--- src/rtl/uart_rx_datapath.sv ---
// 16x-oversampled UART receiver: synchronises the line, frames LSB-first bytes with optional
// parity and one or two stop bits, and presents each byte through a one-entry output register.
module uart_rx_datapath #(
    parameter int CLK_FREQ   = 50_000_000,
    parameter int BAUD_RATE  = 115200,
    parameter int OVERSAMPLE = 16,
    parameter int DATA_WIDTH = 8
) (
    input  logic                  clk,
    input  logic                  reset_n,
    input  logic                  rx_serial,
    input  logic [1:0]            parity_sel,
    input  logic                  stop_bits,
    output logic [DATA_WIDTH-1:0] rx_data,
    output logic                  rx_valid,
    input  logic                  rx_ready,
    output logic                  rx_parity_err,
    output logic                  rx_frame_err,
    output logic                  rx_overrun,
    output logic                  rx_busy
);

    localparam int DIV_RAW = CLK_FREQ / (BAUD_RATE * OVERSAMPLE);
    localparam int DIV     = (DIV_RAW < 1) ? 1 : DIV_RAW;
    localparam int DIV_W   = (DIV > 1) ? $clog2(DIV) : 1;
    localparam int SCNT_W  = $clog2(OVERSAMPLE);
    localparam int BCNT_W  = (DATA_WIDTH > 1) ? $clog2(DATA_WIDTH) : 1;

    localparam logic [DIV_W-1:0]  DIV_LAST  = DIV_W'(DIV - 1);
    localparam logic [SCNT_W-1:0] SCNT_MID  = SCNT_W'(OVERSAMPLE / 2 - 1);
    localparam logic [SCNT_W-1:0] SCNT_LAST = SCNT_W'(OVERSAMPLE - 1);
    localparam logic [BCNT_W-1:0] BCNT_LAST = BCNT_W'(DATA_WIDTH - 1);

    typedef enum logic [2:0] {
        IDLE,
        START,
        DATA,
        PARITY,
        STOP1,
        STOP2,
        DONE
    } state_t;

    state_t                state_q, state_d;
    logic                  sync1_q, sync1_d;
    logic                  sync2_q, sync2_d;
    logic                  prev_q, prev_d;
    logic [DIV_W-1:0]      div_q, div_d;
    logic [SCNT_W-1:0]     scnt_q, scnt_d;
    logic [BCNT_W-1:0]     bcnt_q, bcnt_d;
    logic [DATA_WIDTH-1:0] shift_q, shift_d;
    logic [1:0]            psel_q, psel_d;
    logic                  stop2_q, stop2_d;
    logic                  perr_q, perr_d;
    logic                  ferr_q, ferr_d;
    logic [DATA_WIDTH-1:0] rx_data_q, rx_data_d;
    logic                  rx_valid_q, rx_valid_d;
    logic                  rx_perr_q, rx_perr_d;
    logic                  rx_ferr_q, rx_ferr_d;
    logic                  rx_overrun_q, rx_overrun_d;

    logic rx_s;
    logic tick;
    logic sample;

    assign rx_s   = sync2_q;
    assign tick   = (state_q != IDLE) && (div_q == DIV_LAST);
    assign sample = tick && (scnt_q == SCNT_LAST);

    always_comb begin
        state_d      = state_q;
        sync1_d      = rx_serial;
        sync2_d      = sync1_q;
        prev_d       = sync2_q;
        div_d        = div_q;
        scnt_d       = scnt_q;
        bcnt_d       = bcnt_q;
        shift_d      = shift_q;
        psel_d       = psel_q;
        stop2_d      = stop2_q;
        perr_d       = perr_q;
        ferr_d       = ferr_q;
        rx_data_d    = rx_data_q;
        rx_valid_d   = rx_valid_q;
        rx_perr_d    = rx_perr_q;
        rx_ferr_d    = rx_ferr_q;
        rx_overrun_d = 1'b0;

        if (state_q == IDLE || tick) begin
            div_d = '0;
        end else begin
            div_d = div_q + 1'b1;
        end

        if (state_q == IDLE) begin
            scnt_d = '0;
        end else if (tick) begin
            scnt_d = (scnt_q == SCNT_LAST) ? '0 : scnt_q + 1'b1;
        end

        case (state_q)
            IDLE: begin
                // Frame format is latched here so mid-frame changes cannot corrupt the frame
                if (prev_q && !rx_s) begin
                    state_d = START;
                    psel_d  = parity_sel;
                    stop2_d = stop_bits;
                    perr_d  = 1'b0;
                    ferr_d  = 1'b0;
                    bcnt_d  = '0;
                end
            end
            START: begin
                if (tick && scnt_q == SCNT_MID) begin
                    if (rx_s) begin
                        state_d = IDLE;
                    end else begin
                        state_d = DATA;
                        scnt_d  = '0;
                    end
                end
            end
            DATA: begin
                if (sample) begin
                    shift_d = DATA_WIDTH'({rx_s, shift_q} >> 1);
                    if (bcnt_q == BCNT_LAST) begin
                        bcnt_d  = '0;
                        state_d = (psel_q == 2'b01 || psel_q == 2'b10) ? PARITY : STOP1;
                    end else begin
                        bcnt_d = bcnt_q + 1'b1;
                    end
                end
            end
            PARITY: begin
                if (sample) begin
                    perr_d  = ((^shift_q) ^ rx_s) != (psel_q == 2'b01);
                    state_d = STOP1;
                end
            end
            STOP1: begin
                if (sample) begin
                    ferr_d  = ferr_q | ~rx_s;
                    state_d = stop2_q ? STOP2 : DONE;
                end
            end
            STOP2: begin
                if (sample) begin
                    ferr_d  = ferr_q | ~rx_s;
                    state_d = DONE;
                end
            end
            DONE: begin
                state_d = IDLE;
            end
            default: begin
                state_d = IDLE;
            end
        endcase

        // A completed frame only replaces the held byte if that byte is gone or leaving now
        if (state_q == DONE) begin
            if (!rx_valid_q || rx_ready) begin
                rx_data_d  = shift_q;
                rx_perr_d  = perr_q;
                rx_ferr_d  = ferr_q;
                rx_valid_d = 1'b1;
            end else begin
                rx_overrun_d = 1'b1;
            end
        end else if (rx_valid_q && rx_ready) begin
            rx_valid_d = 1'b0;
        end
    end

    always_ff @(posedge clk or posedge reset_n) begin
        if (reset_n) begin
            state_q      <= IDLE;
            sync1_q      <= 1'b1;
            sync2_q      <= 1'b1;
            prev_q       <= 1'b1;
            div_q        <= '0;
            scnt_q       <= '0;
            bcnt_q       <= '0;
            shift_q      <= '0;
            psel_q       <= 2'b00;
            stop2_q      <= 1'b0;
            perr_q       <= 1'b0;
            ferr_q       <= 1'b0;
            rx_data_q    <= '0;
            rx_valid_q   <= 1'b0;
            rx_perr_q    <= 1'b0;
            rx_ferr_q    <= 1'b0;
            rx_overrun_q <= 1'b0;
        end else begin
            state_q      <= state_d;
            sync1_q      <= sync1_d;
            sync2_q      <= sync2_d;
            prev_q       <= prev_d;
            div_q        <= div_d;
            scnt_q       <= scnt_d;
            bcnt_q       <= bcnt_d;
            shift_q      <= shift_d;
            psel_q       <= psel_d;
            stop2_q      <= stop2_d;
            perr_q       <= perr_d;
            ferr_q       <= ferr_d;
            rx_data_q    <= rx_data_d;
            rx_valid_q   <= rx_valid_d;
            rx_perr_q    <= rx_perr_d;
            rx_ferr_q    <= rx_ferr_d;
            rx_overrun_q <= rx_overrun_d;
        end
    end

    assign rx_data       = rx_data_q;
    assign rx_valid      = rx_valid_q;
    assign rx_parity_err = rx_perr_q;
    assign rx_frame_err  = rx_ferr_q;
    assign rx_overrun    = rx_overrun_q;
    assign rx_busy       = (state_q != IDLE);

endmodule

--- config.mk ---
export PLATFORM = sky130hd
export DESIGN_NAME = uart_rx_datapath
export DESIGN_NICKNAME = d
export VERILOG_FILES = /design/src/rtl/uart_rx_datapath.sv
export SDC_FILE = /design/constraint.sdc
export NUM_CORES = 1
export LEC_CHECK = 0
export CAP_MARGIN = 20
export CORE_MARGIN = 2
export CORE_UTILIZATION = 56
export DETAILED_ROUTE_END_ITERATION = 10
export GPL_ROUTABILITY_DRIVEN = 0
export PLACE_DENSITY = 0.78
export SLEW_MARGIN = 30
export SYNTH_ARGS = -nofsm -noshare
export SYNTH_HDL_FRONTEND = slang
export SYNTH_SLANG_ARGS = --single-unit
--- constraint.sdc ---
create_clock -name clk -period 2.7 [get_ports clk]
set_clock_uncertainty 0.15 [all_clocks]
set_input_delay 0.54 -clock clk [delete_from_list [all_inputs] [get_ports clk]]
set_output_delay 0.54 -clock clk [all_outputs]
set_load 0.005 [all_outputs]
After elaboration in Yosys (flattened, before gate mapping)
Cells that the tools add are included.
{"block": "word_totals", "input_bits": 7, "regBits": 43, "output_inout_bits": 13, "wordCells": 103}
{"block": "classes", "eq_ne": 22, "muxes": 32, "n_addsub": 3, "n_reduce_logical": 26, "bitwise_logic": 3}
{"operator": "$mux 3", "n": 11}
{"operator": "$mux 4", "n": 6}
{"operator": "$pmux 3 s6", "n": 1}
{"operator": "$eq 3x3->1 const B", "n": 4}
{"operator": "$ne 2x2->1 const B", "n": 6}
{"operator": "$reduce_and 3->1", "n": 3}
{"operator": "$mux 1", "n": 8}
{"operator": "$reduce_and 2->1", "n": 4}
{"operator": "$reduce_bool 2->1", "n": 4}
{"operator": "$reduce_xor 8->1", "n": 1}
{"operator": "$reduce_and 7->1", "n": 1}
{"operator": "$eq 3x2->1 const B", "n": 2}
{"operator": "$ne 2x1->1 const B", "n": 3}
{"operator": "$pmux 3 s2", "n": 1}
{"operator": "$add 5x1->5 const B", "n": 1}
{"operator": "$eq 5x5->1 const B", "n": 1}
{"operator": "$logic_and 1x1->1", "n": 5}
{"operator": "$mux 5", "n": 1}
{"operator": "$add 4x1->4 const B", "n": 1}
{"operator": "$eq 4x3->1 const B", "n": 1}
{"operator": "$eq 4x4->1 const B", "n": 1}
{"operator": "$mux 2", "n": 2}
{"operator": "$pmux 1 s2", "n": 2}
{"operator": "$add 3x1->3 const B", "n": 1}
{"operator": "other kinds (12)", "n": 15}

Logic depth before layout (Yosys ltp)
{"block": "depth", "word_depth": 7, "depth_mapped": 8}

Worst setup path after synthesis
OpenSTA, ideal clock, no wires.
{"block": "synth_timing", "path_kind": "reg2reg", "startpoint": "reg div_q[0]", "endpoint": "reg shift_q[0]", "t_arrival_ns": 1.787, "stages_incl_launch_ff": 7, "path_slack_ns": 0.639, "setup_ns": 0.125, "path_cell_list": "dfrtp_1 -> inv_1 -> ha_1 -> nand4b_4 -> or2_1 -> nor3_4 -> mux2_2"}
{"block": "synth_via", "elab_chain_cells": 4}
{"item": "from (decl)", "line_no": "48", "rtl": "logic [DIV_W-1:0] div_q, div_d;"}
{"item": "from (signal assigned)", "line_no": "199", "rtl": "div_q <= div_d;"}
{"item": "$eq 5x5->1", "line_no": "67", "rtl": "assign tick = (state_q != IDLE) && (div_q == DIV_LAST);"}
{"item": "$logic_and 1x1->1", "line_no": "67"}
{"item": "$logic_and 1x1->1", "line_no": "68", "rtl": "assign sample = tick && (scnt_q == SCNT_LAST);"}
{"item": "$reduce_and 2->1 (no line)"}
{"item": "to (signal assigned)", "line_no": "202", "rtl": "shift_q <= shift_d;"}
{"item": "to (decl)", "line_no": "51", "rtl": "logic [DATA_WIDTH-1:0] shift_q, shift_d;"}
No other way between the ends.
A chain may end at the register's enable or synchronous reset.

Worst setup path after layout
{"block": "layout_timing", "startpoint": "reg state_q[2]", "endpoint": "out rx_busy"}
{"block": "layout_via", "elab_chain_cells": 1}
{"item": "from (decl)", "line_no": "44", "rtl": "state_t state_q, state_d;"}
{"item": "from (signal assigned)", "line_no": "195", "rtl": "state_q <= state_d;"}
{"item": "$reduce_bool 3->1", "line_no": "220", "rtl": "assign rx_busy = (state_q != IDLE);"}
{"item": "to (decl)", "line_no": "20", "rtl": "output logic rx_busy"}
No other way between the ends.

==> key figures <==
Synth
  • Post-synth EDFFs: 0
  • Syn nets: just under 200
  • Synth unique cells: 38
  • Dominant synthesized flop cell: dfrtp_1
  • Cell count after synthesis: roughly 180
  • Warnings from Yosys: 0
  • Syn Area/Cell: between 10 and 15 um2
  • Ys async rst share: 100%
  • Synth Cell Area: 2030 um2
  • Yosys reg bits: 43
  • Post-synthesis sequential area ratio: between 50% and 60%

Worst hold path
  • Min-delay src: sync1_q
  • Tightest Hold Check Type: flip-flop to flip-flop

Placed design
  • Dpl ws: ~0.36 ns
  • Dpl hpwl: about 2.6 mm
  • IO Port Bufs: 19

Power and ir drop
  • Switch Pwr: roughly 0.49 mW
  • Clock Power Share: between 20% and 30%
  • Flop pwr share: roughly 52%
  • Total internal power: 1.09 mW
  • Lkg Pwr: roughly 1.1 nW
  • Sw Ratio: a little under a third
  • P per Cell Area: approximately 670 nW/um2
  • Combinational group share of total power: roughly 22%
  • Worst vdd ir: 0.609 mV

Timing
  • Worst slew pin tran: between 0.5 and 0.6 ns
  • Fin crit period: approximately 2.5 ns
  • Max Fclk: about 0.40 GHz
  • RSZ-0062 raised after global routing: false
  • Crit share post-route: between 90 and 100%
  • Final hold violation count: 0
  • Fin Setup TNS: 0 ns
  • Slew headroom: between 60% and 70%
  • # setup viols final: 0
  • Final Max Slew Viols: 0
  • Final WS setup: roughly 0.18 ns

Clock tree
  • Setup repair bufs after CTS: 0
  • Clk buf depth: 2
  • Hold buffers post-CTS: 0
  • CTS H-tree lvls: 2
  • CTS buffer count: 5
  • Clk_lat worst skew: roughly 0.36 ns
  • CTS tree: yes
  • CTS root buf: clkbuf_4
  • Resize count post-CTS: 0
  • Clock-pin slew on the worst setup and hold paths: approximately 0.13 ns
  • Clock sink count: 43

Cells and area
  • Layout cells sized above 1: between 15 and 20%
  • Final nets: between 200 and 250
  • Antenna diode instance count: 0
  • Area growth syn-to-layout: 16.2%

Floorplan
  • Area of the core: around 3400 um2
  • Die height: around 64 um
  • Initial Utilization: between 50% and 60%
  • # rows: 21
  • Full die area: between 4000 and 5000 um2
  • Die W: roughly 64 um
  • # IOs: 20

Routing
  • M1 wire length: between 1.5 and 2 mm
  • Initial DRC count: 70
  • WL final: 3.62 mm
  • First-pass DRT Iterations: 4
  • Vias: 1,428
  • DR WL met3: between 150 and 200 um
  • Drc violations: 0
  • Max layer used: met4
  • DR WL met2: approximately 1.7 mm
  • WL per Instance: about 14 um
  • Number of routed nets with antenna violations: 0
  • Drt via density: approximately 5.6

Critical path
  • CP Class: flip-flop to primary output
  • Arrival time worst endpoint: roughly 1.8 ns
  • R2R Path Start: div_q[0]
  • Required time worst endpoint: about 2 ns
  • Setup crit end kind: primary output
  • Startpoint Class: flip-flop
  • Worst Path Max Fanout: 12
  • Crit path launch: state_q[2]

Job
  • # Max-Cap Violations: 0

Global route
  • First-pass GRT wire length: 6.52 mm
  • Largest net degree at the start of global routing: 44
  • Initial antenna violation count: 0
  • GRT Resource Usage Total: 20.8%
  • Grt ovf: 0
  • Vias in the first global route: around 1,400

Run status
  • Status: completed
==> through the flow <==
step / util, % / total power, mW / hold WS, ns / std cells / instance area (um2)
4_1_cts: 69.2 / 1.59 / 0.219 / 255 / 2360
5_1_grt: 69.2 / 1.69 / 0.221 / 255 / 2360
3_3_place_gp: 66.8 / 1.15 / 0.197 / 247 / 2280
3_5_place_dp: 66.8 / 1.18 / 0.201 / 247 / 2280
6_report: 69.2 / 1.58 / 0.218 / 255 / 2360
2_1_floorplan: - / 1.08 / 0.195 / 184 / 2030
==> cell type report <==
cell class                 count  area, um2
sequential                    43       1080
multi-input combinational    129        903
timing repair buffer          23        220
clock buffer                   5       37.5
tap                           46       57.6
fill                         253       1050
inverter                       6       22.5
clock inverter                 3       43.8
==> synthesized netlist by cell type (all sizes together) (2+ instances only) <==
cell / count / area [um2]
o21ai: 7 / 35.0
buf: 4 / 21.3
ha: 6 / 75.1
xor2: 3 / 26.3
o31ai: 2 / 15.0
dfstp: 3 / 78.8
nor3: 2 / 21.3
mux2: 18 / 203
a221o: 2 / 20.0
a211oi: 2 / 15.0
inv: 6 / 22.5
clkbuf: 2 / 7.51
or3: 4 / 25.0
nand3: 5 / 25.0
xnor2: 10 / 87.6
dfrtp: 40 / 1000
a21oi: 8 / 40.0
nor2: 16 / 60.1
nand2b: 4 / 25.0
nand2: 25 / 93.8
==> critical path: stages, from the launching register on <==
cell and delay, ns:
dfrtp_1 0.53, or3_1 0.47, clkdlybuf4s50_1 0.46
==> metal layers <==
layer / track usage (%) / vias to the layer above
li1: - / 680
met4: 7.18 / 0
met3: 5.99 / 6
met1: 27.2 / 709
met2: 33.2 / 33
met5: 0 / -
==> worst paths after layout <==
path	endpoint	slack [ns]	cells past startpoint
max reg2reg	shift_q[0]	0.36	6
max in group asynchronous	prev_d	1.58	3
min in group asynchronous	shift_q[6]	0.45	3
min	prev_d	0.22	0
max	rx_busy	0.18	2
min reg2reg	prev_d	0.22	0
==> power groups by stage <==
stage                     logic [mW]  clock network [mW]  registers (mW)
after floorplan                0.270                   0           0.815
after global placement         0.331                   0           0.821
after detailed placement       0.351                   0           0.829
after CTS                      0.352               0.420           0.815
after global routing           0.407               0.452           0.834
final                          0.351               0.413           0.816
==> placed cells by master, fill, tap and decap left out, types with 2 or more instances in the layout <==
master / n
dfrtp_1: 40
nand2_1: 25
clkdlybuf4s50_1: 19
mux2_2: 18
nor2_1: 16
xnor2_1: 10
a21oi_1: 8
o21ai_0: 7
inv_1: 6
ha_1: 6
nand3_1: 5
clkbuf_4: 5
nand2b_1: 4
or3_1: 4
buf_4: 4
xor2_1: 3
dfstp_2: 3
o31ai_1: 2
a211oi_1: 2
a221o_1: 2
==> kinds of logic (layout without fill, tap and decap cells) <==
logic type,count (synthesis),count (layout),synth area share (%)
simple gates,65,65,16.5
xor+xnor,13,13,5.60
buf+inv,12,37,2.52
fa+ha+maj,6,6,3.69
flops,43,43,53.1
mux,18,18,9.96
compound gates,27,27,8.61
==> state kept, by name, summed over array words and instances, names as in the netlist <==
signal,count
bcnt_q,3
div_q,5
ferr_q,1
perr_q,1
prev_d,1
prev_q,1
psel_q,2
rx_data,8
rx_frame_err,1
rx_overrun,1
rx_parity_err,1
rx_valid,1
scnt_q,4
shift_q,8
state_q,3
stop2_q,1
sync1_q,1
No activity file was read; power rests on OpenSTA's default activity.
